## config.mk

```make
export PLATFORM = sky130hd
export DESIGN_NAME = rx_agc
export DESIGN_NICKNAME = d
export VERILOG_FILES = /design/src/rtl/rx_pkg.sv /design/src/rtl/agc_scale.sv /design/src/rtl/rx_agc.sv
export SDC_FILE = /design/constraint.sdc
export NUM_CORES = 1
export LEC_CHECK = 0
export CORE_MARGIN = 5
export CORE_UTILIZATION = 25
export DETAILED_ROUTE_END_ITERATION = 10
export GPL_ROUTABILITY_DRIVEN = 0
export GPL_TIMING_DRIVEN = 0
export PLACE_DENSITY = 0.36
export SLEW_MARGIN = 20
export SYNTH_ARGS = -nofsm -noshare
export SYNTH_HDL_FRONTEND = slang
export SYNTH_HIERARCHICAL = 1
export SYNTH_SLANG_ARGS = --single-unit
export TNS_END_PERCENT = 20
```

## constraint.sdc

```tcl
create_clock -name i_clk -period 7.9 [get_ports i_clk]
set_input_delay 1.58 -clock i_clk [delete_from_list [all_inputs] [get_ports i_clk]]
set_output_delay 1.58 -clock i_clk [all_outputs]
set_load 0.02 [all_outputs]
```

## src/rtl/rx_pkg.sv

```systemverilog
// Shared receive-chain definitions: sample/gain formats, saturation limits and the AGC state set.
package rx_pkg;

  localparam int SAMPLE_W  = 16;
  localparam int GAIN_W    = 12;                      // unsigned Q4.8
  localparam int GAIN_FRAC = 8;
  localparam int PROD_W    = SAMPLE_W + GAIN_W + 1;   // signed sample x unsigned gain
  localparam int MAG_W     = SAMPLE_W + 1;            // |I| + |Q|

  localparam logic signed [SAMPLE_W-1:0] SAT_MAX = 16'sh7fff;
  localparam logic signed [SAMPLE_W-1:0] SAT_MIN = 16'sh8000;

  typedef enum logic [1:0] {
    AGC_IDLE  = 2'd0,
    AGC_TRACK = 2'd1,
    AGC_HOLD  = 2'd2
  } agc_state_e;

  // Magnitude with the most negative code folded onto full scale so it fits SAMPLE_W bits.
  function automatic logic [SAMPLE_W-1:0] abs_sat(input logic signed [SAMPLE_W-1:0] x);
    if (x == SAT_MIN)   return SAT_MAX;
    else if (x < 0)     return -x;
    else                return x;
  endfunction

endpackage

```

## src/rtl/agc_scale.sv

```systemverilog
// Two-stage gain pipeline for one rail: multiply, then round-half-up and saturate to 16 bits.
module agc_scale
  import rx_pkg::*;
(
  input  logic                       clk,
  input  logic                       rst,
  input  logic                       in_vld,
  input  logic signed [SAMPLE_W-1:0] in_x,
  input  logic        [GAIN_W-1:0]   gain,
  output logic signed [SAMPLE_W-1:0] out_x,
  output logic                       out_vld
);

  localparam logic signed [PROD_W-1:0] RND = PROD_W'(2 ** (GAIN_FRAC - 1));
  localparam logic signed [PROD_W-1:0] HI  = PROD_W'(SAT_MAX);
  localparam logic signed [PROD_W-1:0] LO  = PROD_W'(SAT_MIN);

  logic signed [PROD_W-1:0]   prod_q;
  logic signed [PROD_W-1:0]   rnd;
  logic signed [SAMPLE_W-1:0] sat_x;
  logic                       vld1_q;

  // NOTE: the product register carries no reset; vld1_q qualifies it, so clearing it buys nothing.
  always_ff @(posedge clk) begin
    if (in_vld) prod_q <= in_x * $signed({1'b0, gain});
  end

  always_ff @(posedge clk) begin
    if (rst) vld1_q <= 1'b0;
    else     vld1_q <= in_vld;
  end

  always_comb begin
    rnd = (prod_q + RND) >>> GAIN_FRAC;
    if (rnd > HI)       sat_x = SAT_MAX;
    else if (rnd < LO)  sat_x = SAT_MIN;
    else                sat_x = rnd[SAMPLE_W-1:0];
  end

  always_ff @(posedge clk) begin
    if (rst) begin
      out_x   <= '0;
      out_vld <= 1'b0;
    end else begin
      out_vld <= vld1_q;
      if (vld1_q) out_x <= sat_x;
    end
  end

endmodule

```

## src/rtl/rx_agc.sv

```systemverilog
// Receive AGC: scales I/Q by a loop gain, averages |I|+|Q| per window and steps the gain toward i_pow_ref.
module rx_agc
  import rx_pkg::*;
#(
  parameter int unsigned WIN_LOG2  = 4,
  parameter int unsigned GAIN_INIT = 256,
  parameter int unsigned GAIN_MIN  = 16,
  parameter int unsigned GAIN_MAX  = 4095,
  parameter int unsigned GAIN_STEP = 4,
  parameter int unsigned HYST      = 32,
  parameter int unsigned LOCK_CNT  = 4
) (
  input  logic                       i_clk,
  input  logic                       i_rst,
  input  logic                       i_start,
  input  logic                       i_agc_en_n,
  input  logic        [15:0]         i_pow_ref,
  input  logic signed [SAMPLE_W-1:0] i_i,
  input  logic signed [SAMPLE_W-1:0] i_q,
  input  logic                       i_vld,
  output logic signed [SAMPLE_W-1:0] o_i,
  output logic signed [SAMPLE_W-1:0] o_q,
  output logic                       o_vld,
  output logic        [GAIN_W-1:0]   o_gain,
  output logic                       o_lock
);

  localparam int ACC_W = MAG_W + WIN_LOG2;
  localparam int LC_W  = $clog2(LOCK_CNT + 1);

  localparam logic [GAIN_W-1:0] G_INIT = GAIN_W'(GAIN_INIT);
  localparam logic [GAIN_W-1:0] G_MIN  = GAIN_W'(GAIN_MIN);
  localparam logic [GAIN_W-1:0] G_MAX  = GAIN_W'(GAIN_MAX);
  localparam logic [GAIN_W-1:0] G_STEP = GAIN_W'(GAIN_STEP);
  localparam logic [LC_W-1:0]   LC_TOP = LC_W'(LOCK_CNT);

  agc_state_e            state_q, state_d;
  logic [GAIN_W-1:0]     gain_q, gain_upd;
  logic [ACC_W-1:0]      acc_q, acc_sum;
  logic [WIN_LOG2-1:0]   cnt_q;
  logic [LC_W-1:0]       lock_cnt_q, lock_cnt_inc;
  logic                  lock_q;
  logic [MAG_W-1:0]      mag, avg, ref_hi, ref_lo;
  logic                  meas_en, in_band;
  logic                  vld_i, vld_q;

  agc_scale u_scale_i (
    .clk(i_clk), .rst(i_rst), .in_vld(i_vld), .in_x(i_i), .gain(gain_q),
    .out_x(o_i), .out_vld(vld_i)
  );

  agc_scale u_scale_q (
    .clk(i_clk), .rst(i_rst), .in_vld(i_vld), .in_x(i_q), .gain(gain_q),
    .out_x(o_q), .out_vld(vld_q)
  );

  assign o_vld  = vld_i & vld_q;
  assign o_gain = gain_q;
  assign o_lock = lock_q;

  // NOTE: every always_comb output gets a default first so no path can infer a latch.
  always_comb begin
    state_d = state_q;
    if (!i_start)        state_d = AGC_IDLE;
    else if (i_agc_en_n) state_d = AGC_HOLD;
    else                 state_d = AGC_TRACK;
  end

  // Only samples that arrive while tracking both before and after the edge count toward a window.
  assign meas_en = o_vld && (state_q == AGC_TRACK) && (state_d == AGC_TRACK);

  always_comb begin
    mag     = MAG_W'(abs_sat(o_i)) + MAG_W'(abs_sat(o_q));
    acc_sum = acc_q + ACC_W'(mag);
    avg     = acc_sum[ACC_W-1:WIN_LOG2];
    ref_hi  = MAG_W'(i_pow_ref) + MAG_W'(HYST);
    ref_lo  = (i_pow_ref > 16'(HYST)) ? MAG_W'(i_pow_ref - 16'(HYST)) : '0;

    gain_upd = gain_q;
    in_band  = 1'b0;
    if (avg > ref_hi)
      gain_upd = (gain_q < G_MIN + G_STEP) ? G_MIN : gain_q - G_STEP;
    else if (avg < ref_lo)
      gain_upd = ({1'b0, gain_q} + {1'b0, G_STEP} > {1'b0, G_MAX}) ? G_MAX : gain_q + G_STEP;
    else
      in_band = 1'b1;

    lock_cnt_inc = (lock_cnt_q == LC_TOP) ? lock_cnt_q : lock_cnt_q + 1'b1;
  end

  always_ff @(posedge i_clk) begin
    if (i_rst) begin
      state_q    <= AGC_IDLE;
      gain_q     <= G_INIT;
      acc_q      <= '0;
      cnt_q      <= '0;
      lock_cnt_q <= '0;
      lock_q     <= 1'b0;
    end else begin
      state_q <= state_d;
      unique case (state_d)
        AGC_IDLE: begin
          gain_q     <= G_INIT;
          acc_q      <= '0;
          cnt_q      <= '0;
          lock_cnt_q <= '0;
          lock_q     <= 1'b0;
        end
        AGC_HOLD: begin
          acc_q <= '0;
          cnt_q <= '0;
        end
        AGC_TRACK: begin
          if (meas_en) begin
            if (&cnt_q) begin
              acc_q  <= '0;
              cnt_q  <= '0;
              gain_q <= gain_upd;
              if (in_band) begin
                lock_cnt_q <= lock_cnt_inc;
                lock_q     <= (lock_cnt_inc == LC_TOP);
              end else begin
                lock_cnt_q <= '0;
                lock_q     <= 1'b0;
              end
            end else begin
              acc_q <= acc_sum;
              cnt_q <= cnt_q + 1'b1;
            end
          end
        end
        default: ;
      endcase
    end
  end

endmodule
```

==> impl_metrics.json, run 1 <==
{
  "status": "completed",
  "design_area_mm2": 0.02721,
  "endpoint": "u_scale_q/prod_q[28]",
  "fin_util_pct": 28.73,
  "max_cap_violations": 0,
  "core_area_mm2": 0.09473,
  "cts_tree": "yes",
  "skew_ns": 0.01041,
  "min_period_over_period_pct": 96.51,
  "muxShareOfSynthArea_pct": 0.4359,
  "swShare_pct": 43.91,
  "combPwrFrac_pct": 51.1,
  "synth_top_family_by_area": "adder cells",
  "h-tree-depth": 4,
  "final_cell_mix": "inv_1 (584), fa_1 (369), nand2_1 (291)",
  "rows": 113,
  "clkLatencyLatePin_ns": 0.44,
  "syn_to_final_growth_pct": 14.22,
  "vdd_drop_max_uv": 145.3,
  "hold_class": "reg -> reg",
  "numCtsBuffers": 17,
  "synth_area_mm2": 0.02383,
  "instances_no_fill": 4182,
  "drt-pass1-iter-count": 5,
  "wirelength_um": 73670,
  "setup_viol": 0,
  "rsz0062_at_grt": "true",
  "p_leak_nw": 12.57,
  "criticalPathCategory": "in -> reg",
  "ios": 99,
  "clkPwrFrac_pct": 23.2,
  "dr.first_iter.drc_count": 865,
  "yosysSeqAreaShare_pct": 12.10,
  "synth_compound_area_share_pct": 11.37,
  "route.vias.total": 18790,
  "synth-adder-area-share_pct": 40.92,
  "cts_sinks": 122,
  "hold_viol": 0,
  "syn_area_per_cell_um2": 8.571,
  "clockBufferDepth": 2,
  "reg2regPathDepth": 33,
  "clk_pin_slew_worst_paths_ns": 0.06,
  "worstPathRequired_ns": 8.12,
  "cellPowerDensity_mw_per_mm2": 123.1,
  "placedCellCount": 4141,
  "dieArea_mm2": 0.1016,
  "synthArstFlopShare_pct": 0,
  "ys_ff_latch": 122,
  "p_sw_w": 0.001471,
  "wl_met3_um": 1460,
  "grt_use_total_pct": 14.45,
  "port_buffers": 93,
  "total_power_w": 0.003351,
  "grt_pass1_wl_um": 115600,
  "endpoint_kind": "flip-flop",
  "fill_cells": 10300,
  "cp_data_arrival_time_ns": 7.85,
  "antenna_found_initial": 2,
  "dpl_cell_area_mm2": 0.02641,
  "timing.hold.ws_ns": 0.4843,
  "dieWidth_um": 318.7,
  "wl_per_cell_um": 17.62,
  "critPathMaxFanout": 10,
  "grt_overflow_total": 0,
  "multi_input_area_mm2": 0.01847,
  "grt_max_degree": 47,
  "die_h_um": 318.7,
  "start_util_pct": 25.15,
  "slew_viol_final": 0,
  "maxSlewHeadroom_pct": 26.05,
  "highest_layer": "met5",
  "r2r_setup_slack_ns": 0.44,
  "max_freq_mhz": 131.2,
  "viasPerCell": 4.494,
  "r2r_end": "o_gain[4]",
  "layout_commonest_cell": "inv_1",
  "worst_pin_slew_ns": 1.108,
  "synth-xor-area-share_pct": 4.926,
  "synth-simple-area-share_pct": 19.16,
  "synthCells": 2780,
  "nNetsFinal": 3510,
  "regArea_mm2": 0.002890,
  "detail-route-antenna-nets": 0,
  "synthDistinctLibCells": 109,
  "wl_met2_um": 37020,
  "synth-edff-count": 44,
  "grt_pass1_vias": 19500,
  "intPower_w": 0.001879,
  "syn_nets": 3387,
  "m1WireLength_um": 34210,
  "min_period_ns": 7.624,
  "setup.worst_path.start_class": "primary input",
  "startpoint": "i_q[15]",
  "root_buffer": "clkbuf_16",
  "dp_hpwl_um": 61230,
  "synth_ff_type": "dfxtp_1",
  "drive_gt1_share_pct": 5.352,
  "drc": 0,
  "yosys_warnings": 6,
  "r2r_start": "u_scale_q/out_x[1]",
  "pwr-share-seq_pct": 25.8
}
-- sequential cells by signal, summed over array words and instances, names as in the netlist --
name	flops
u_scale_i/prod_q	22
u_scale_q/prod_q	22
acc_q	21
u_scale_i/out_x	16
u_scale_q/out_x	16
o_gain	11
cnt_q	4
lock_cnt_q	3
state_q	2
o_lock	1
u_scale_i/out_vld	1
u_scale_i/vld1_q	1
u_scale_q/out_vld	1
u_scale_q/vld1_q	1
-- logic make-up after synthesis --
kind of cell,count (synthesis)
and+or+nand+nor,904
buffers and inverters,692
adders and majority gates,557
AOI/OAI and AO/OA,361
xor gates and xnor gates,134
DFF,122
muxes,10
-- synthesized netlist by cell type, drive strengths merged (8+ instances only) --
library cell | instances | area, um^2
inv | 585 | 2196
fa | 371 | 7427
nand2 | 291 | 1092
and2 | 193 | 1207
nor2 | 185 | 710.7
ha | 183 | 2290
clkbuf | 92 | 345.3
xnor2 | 89 | 779.5
dfxtp | 78 | 1562
a21oi | 73 | 376.6
o21ai | 69 | 375.4
xor2 | 45 | 394.1
edfxtp | 44 | 1321
nand3 | 39 | 200.2
a21o | 35 | 264.0
or3 | 33 | 212.7
nor3 | 31 | 171.4
a311oi | 24 | 272.8
nand2b | 22 | 137.6
nand4 | 21 | 165.2
a22oi | 20 | 155.1
and3 | 19 | 125.1
o32ai | 17 | 167.7
buf | 15 | 101.3
nor2b | 13 | 81.33
o31ai | 13 | 97.59
a211oi | 12 | 100.1
nor4 | 10 | 68.81
o21a | 10 | 75.07
a31oi | 9 | 62.56
nand3b | 8 | 60.06
-- power by group through the flow --
stage               registers (W)  logic [W]  clock network [W]
global placement         0.000882    0.00167                  0
floorplan                0.000856    0.00115                  0
global route             0.000876    0.00195           0.000836
CTS                      0.000864    0.00172           0.000810
finish                   0.000863    0.00171           0.000776
detailed placement       0.000878    0.00169                  0
-- critical path, cell delays in order --
cell and delay (ns):
clkdlybuf4s50_1 0.60, clkbuf_1 0.42, nand2_1 0.24, fa_1 0.69, inv_1 0.17, fa_1 0.60, fa_1 0.44, fa_1 0.56
inv_1 0.06, fa_1 0.57, inv_1 0.06, ha_1 0.28, clkbuf_1 0.19, a21oi_1 0.18, nor2b_1 0.07, nor4b_1 0.33
a21oi_1 0.22, a21o_1 0.22, a311oi_2 0.36
-- timing repair --
item | in CTS | in global routing
resized for setup | 11 | 30
hold buffers | 0 | 0
pin swaps | 2 | 5
hold endpoints to repair | 0 | 0
endpoints found under the setup margin | 20 | 27
cloned | 0 | 1
setup buffers | 2 | 6
-- worst min path at each step --
| stage | start | to | slack (ns) | depth (start not counted) |
|---|---|---|---|---|
| floorplan | acc_q[3] | acc_q[3] | 0.45 | 2 |
| global placement | acc_q[0] | acc_q[0] | 0.46 | 2 |
| detailed placement | acc_q[0] | acc_q[0] | 0.48 | 2 |
| CTS | acc_q[0] | acc_q[0] | 0.49 | 2 |
| global route | acc_q[2] | acc_q[2] | 0.52 | 2 |
| finish | acc_q[0] | acc_q[0] | 0.48 | 2 |
-- layer usage --
metal,up-vias,GRT usage [%]
met3,41,0.9660
met1,9421,19.61
met5,-,0
li1,9073,-
met2,256,25.54
met4,2,2.833
-- through the flow --
step	setup WS, ns	TNS, ns
after floorplan	0.7939	0
after detailed placement	-0.7291	-14.15
after global routing	-0.02541	-0.02541
final	0.2760	0
after CTS	0.006807	0
after global placement	-0.6564	-12.15
-- layout make-up --
type | count | area share, %
flip-flops and latches | 122 | 10.62
clock inverters | 10 | 0.3218
clock buffers | 21 | 1.733
inverters | 585 | 8.082
repair buffers | 104 | 3.880
diodes | 2 | 0.01839
multi-input cells | 1967 | 67.85
plain buffers | 106 | 1.673
well taps | 1265 | 5.816
(Power assumes the default switching activity.)
==> inputs of run 2 (changes only) <==
--- a/config.mk
+++ b/config.mk
@@ -16,4 +16,4 @@
 export SYNTH_HDL_FRONTEND = slang
 export SYNTH_HIERARCHICAL = 1
 export SYNTH_SLANG_ARGS = --single-unit
-export TNS_END_PERCENT = 20
+export TNS_END_PERCENT = 5
==> run 2 against run 1 <==
Compared with the run above: worst hold slack better by 0.0019 ns; non-clock buffer count unchanged; clock power hardly changed; global-route usage did not move; die area did not move; highest routed layer unchanged; critical endpoint is now u_scale_q/prod_q[26]; combinational power about the same; largest power group unchanged; sequential share of layout area hardly changed; cell area hardly changed; clock-buffer cell count stayed put.
==> impl_metrics.json, run 2 (synthesized netlist as in run 1, its figures left out) <==
{
  "status": "completed",
  "slew_viol_final": 0,
  "criticalPathCategory": "in -> reg",
  "reg.largest.list": "u_scale_i/prod_q x22, u_scale_q/prod_q x22, acc_q x21",
  "grt_max_degree": 47,
  "die_h_um": 318.7,
  "placedCellCount": 4141,
  "multi_input_area_mm2": 0.01848,
  "dpl_cell_area_mm2": 0.02641,
  "dr.first_iter.drc_count": 953,
  "critPathTopFamily": "adder cells",
  "clockBufferDepth": 2,
  "tns_ns": 0,
  "crit_buf_inv": 6,
  "endpoint": "u_scale_q/prod_q[26]",
  "wl_per_cell_um": 17.62,
  "design_area_mm2": 0.02722,
  "clkLatencyLatePin_ns": 0.44,
  "crit_chain": "clkdlybuf4s50_1 > clkbuf_1 > nand2_1 > fa_1 > inv_1 > fa_1 > fa_1 > fa_1 > inv_1 > fa_1 > inv_1 > ha_1 > clkbuf_1 > a21oi_1 > nor2b_1 > o32ai_1 > a211oi_1 > o21ai_0 > a21oi_1",
  "cellPowerDensity_mw_per_mm2": 123.1,
  "cts_sinks": 122,
  "critPathMaxFanout": 10,
  "max_freq_mhz": 131.2,
  "min_period_over_period_pct": 96.47,
  "p_leak_nw": 12.57,
  "instances_no_fill": 4182,
  "vdd_drop_max_uv": 145.8,
  "ios": 99,
  "dieWidth_um": 318.7,
  "regArea_mm2": 0.002890,
  "h-tree-depth": 4,
  "core_area_mm2": 0.09473,
  "detail-route-antenna-nets": 0,
  "cp_data_arrival_time_ns": 7.82,
  "reg2regPathDepth": 33,
  "slowest_delay_ns": 0.69,
  "hold_class": "reg -> reg",
  "skew_ns": 0.009894,
  "dieArea_mm2": 0.1016,
  "worst_pin_slew_ns": 1.110,
  "crit_cells": 19,
  "maxSlewHeadroom_pct": 25.92,
  "total_power_w": 0.003353,
  "min_period_ns": 7.621,
  "syn_to_final_growth_pct": 14.26,
  "endpoint_kind": "flip-flop",
  "antenna_found_initial": 2,
  "final_cell_mix": "inv_1 (584), fa_1 (369), nand2_1 (291)",
  "grt_pass1_wl_um": 115600,
  "rsz0062_at_grt": "true",
  "layout_commonest_cell": "inv_1",
  "fill_cells": 10290,
  "drive_gt1_share_pct": 5.352,
  "drc": 0,
  "slowest_stage": "fa_1",
  "numCtsBuffers": 17,
  "max_cap_violations": 0,
  "r2r_setup_slack_ns": 0.44,
  "worstPathRequired_ns": 8.10,
  "setup_viol": 0,
  "startpoint": "i_q[15]",
  "nNetsFinal": 3510,
  "cts_tree": "yes",
  "clk_pin_slew_worst_paths_ns": 0.06,
  "start_util_pct": 25.15,
  "hold_viol": 0,
  "grt_pass1_vias": 19500,
  "wirelength_um": 73670,
  "viasPerCell": 4.490,
  "r2r_end": "o_gain[4]",
  "cp_common_cell": "fa_1",
  "setup.worst_path.start_class": "primary input",
  "grt_overflow_total": 0,
  "rows": 113,
  "route.vias.total": 18780,
  "port_buffers": 93,
  "dp_hpwl_um": 61230,
  "drt-pass1-iter-count": 7,
  "r2r_start": "u_scale_q/out_x[1]",
  "grt_use_total_pct": 14.45,
  "root_buffer": "clkbuf_16"
}
-- run 2: cell count changes in the layout (fill, tap and decap cells not counted) --
cell / previous run / this run
a32o_2: 1 / 0
a32o_4: 0 / 1
-- run 2: per-layer routing --
metal	part of all wire [%]	track usage (%)	wire, um	vias up
li1	-	-	-	9074
met1	46	19.61	34210	9409
met2	50	25.54	37040	253
met3	1.9	0.9660	1424	41
met4	1.3	2.833	986	2
met5	0.016	0	12	-
-- run 2: worst reg2reg max path, delay by kind of cell, from the launching register on --
| family | cells | cell delay (ns) |
|---|---|---|
| buffers and inverters | 3 | 0.37 |
| AO/OA/AOI/OAI | 14 | 2.75 |
| adder cells (fa/ha/maj) | 6 | 1.95 |
| AND/OR/NAND/NOR | 9 | 1.75 |
| XOR/XNOR | 1 | 0.18 |
| flip-flops | 1 | 0.36 |
-- run 2: final cells by class --
type / instances / area share (%)
clock buffer: 21 / 1.733
sequential: 122 / 10.62
clock inverter: 10 / 0.3217
buffer: 106 / 1.673
multi-input combinational: 1967 / 67.87
inverter: 585 / 8.079
antenna: 2 / 0.01838
tap: 1265 / 5.814
timing repair buffer: 104 / 3.879
-- run 2: worst min-delay path by stage --
stage	start	cells past startpoint	to	slack, ns
after floorplan	acc_q[3]	2	acc_q[3]	0.45
after global placement	acc_q[0]	2	acc_q[0]	0.46
after detailed placement	acc_q[0]	2	acc_q[0]	0.48
after CTS	acc_q[0]	2	acc_q[0]	0.49
after global routing	acc_q[2]	2	acc_q[2]	0.52
final	acc_q[0]	2	acc_q[0]	0.49
-- run 2: report_power, final --
group          switching (W)  internal [W]  leakage, nW  total [W]
logic                0.00104      0.000673         11.2    0.00171
registers           0.000114      0.000748         1.07   0.000863
clock network       0.000319      0.000459        0.284   0.000778
total                0.00147       0.00188         12.6    0.00335
-- run 2: stage by stage --
stage          setup WS [ns]  util, %  hold WS [ns]
2_1_floorplan         0.7939        -        0.4538
3_3_place_gp         -0.6564    27.81        0.4649
3_5_place_dp         -0.7291    27.88        0.4762
4_1_cts             0.006807    28.55        0.4911
5_1_grt             -0.02541    28.73        0.5226
6_report              0.2792    28.74        0.4862
-- run 2: timing repair --
| item | CTS | global route |
|---|---|---|
| gates resized for setup | 11 | 31 |
| endpoints found under the setup margin | 20 | 27 |
| buffers inserted | 2 | 6 |
| gates cloned | 0 | 1 |
| pin swaps | 2 | 5 |
| hold buffers | 0 | 0 |
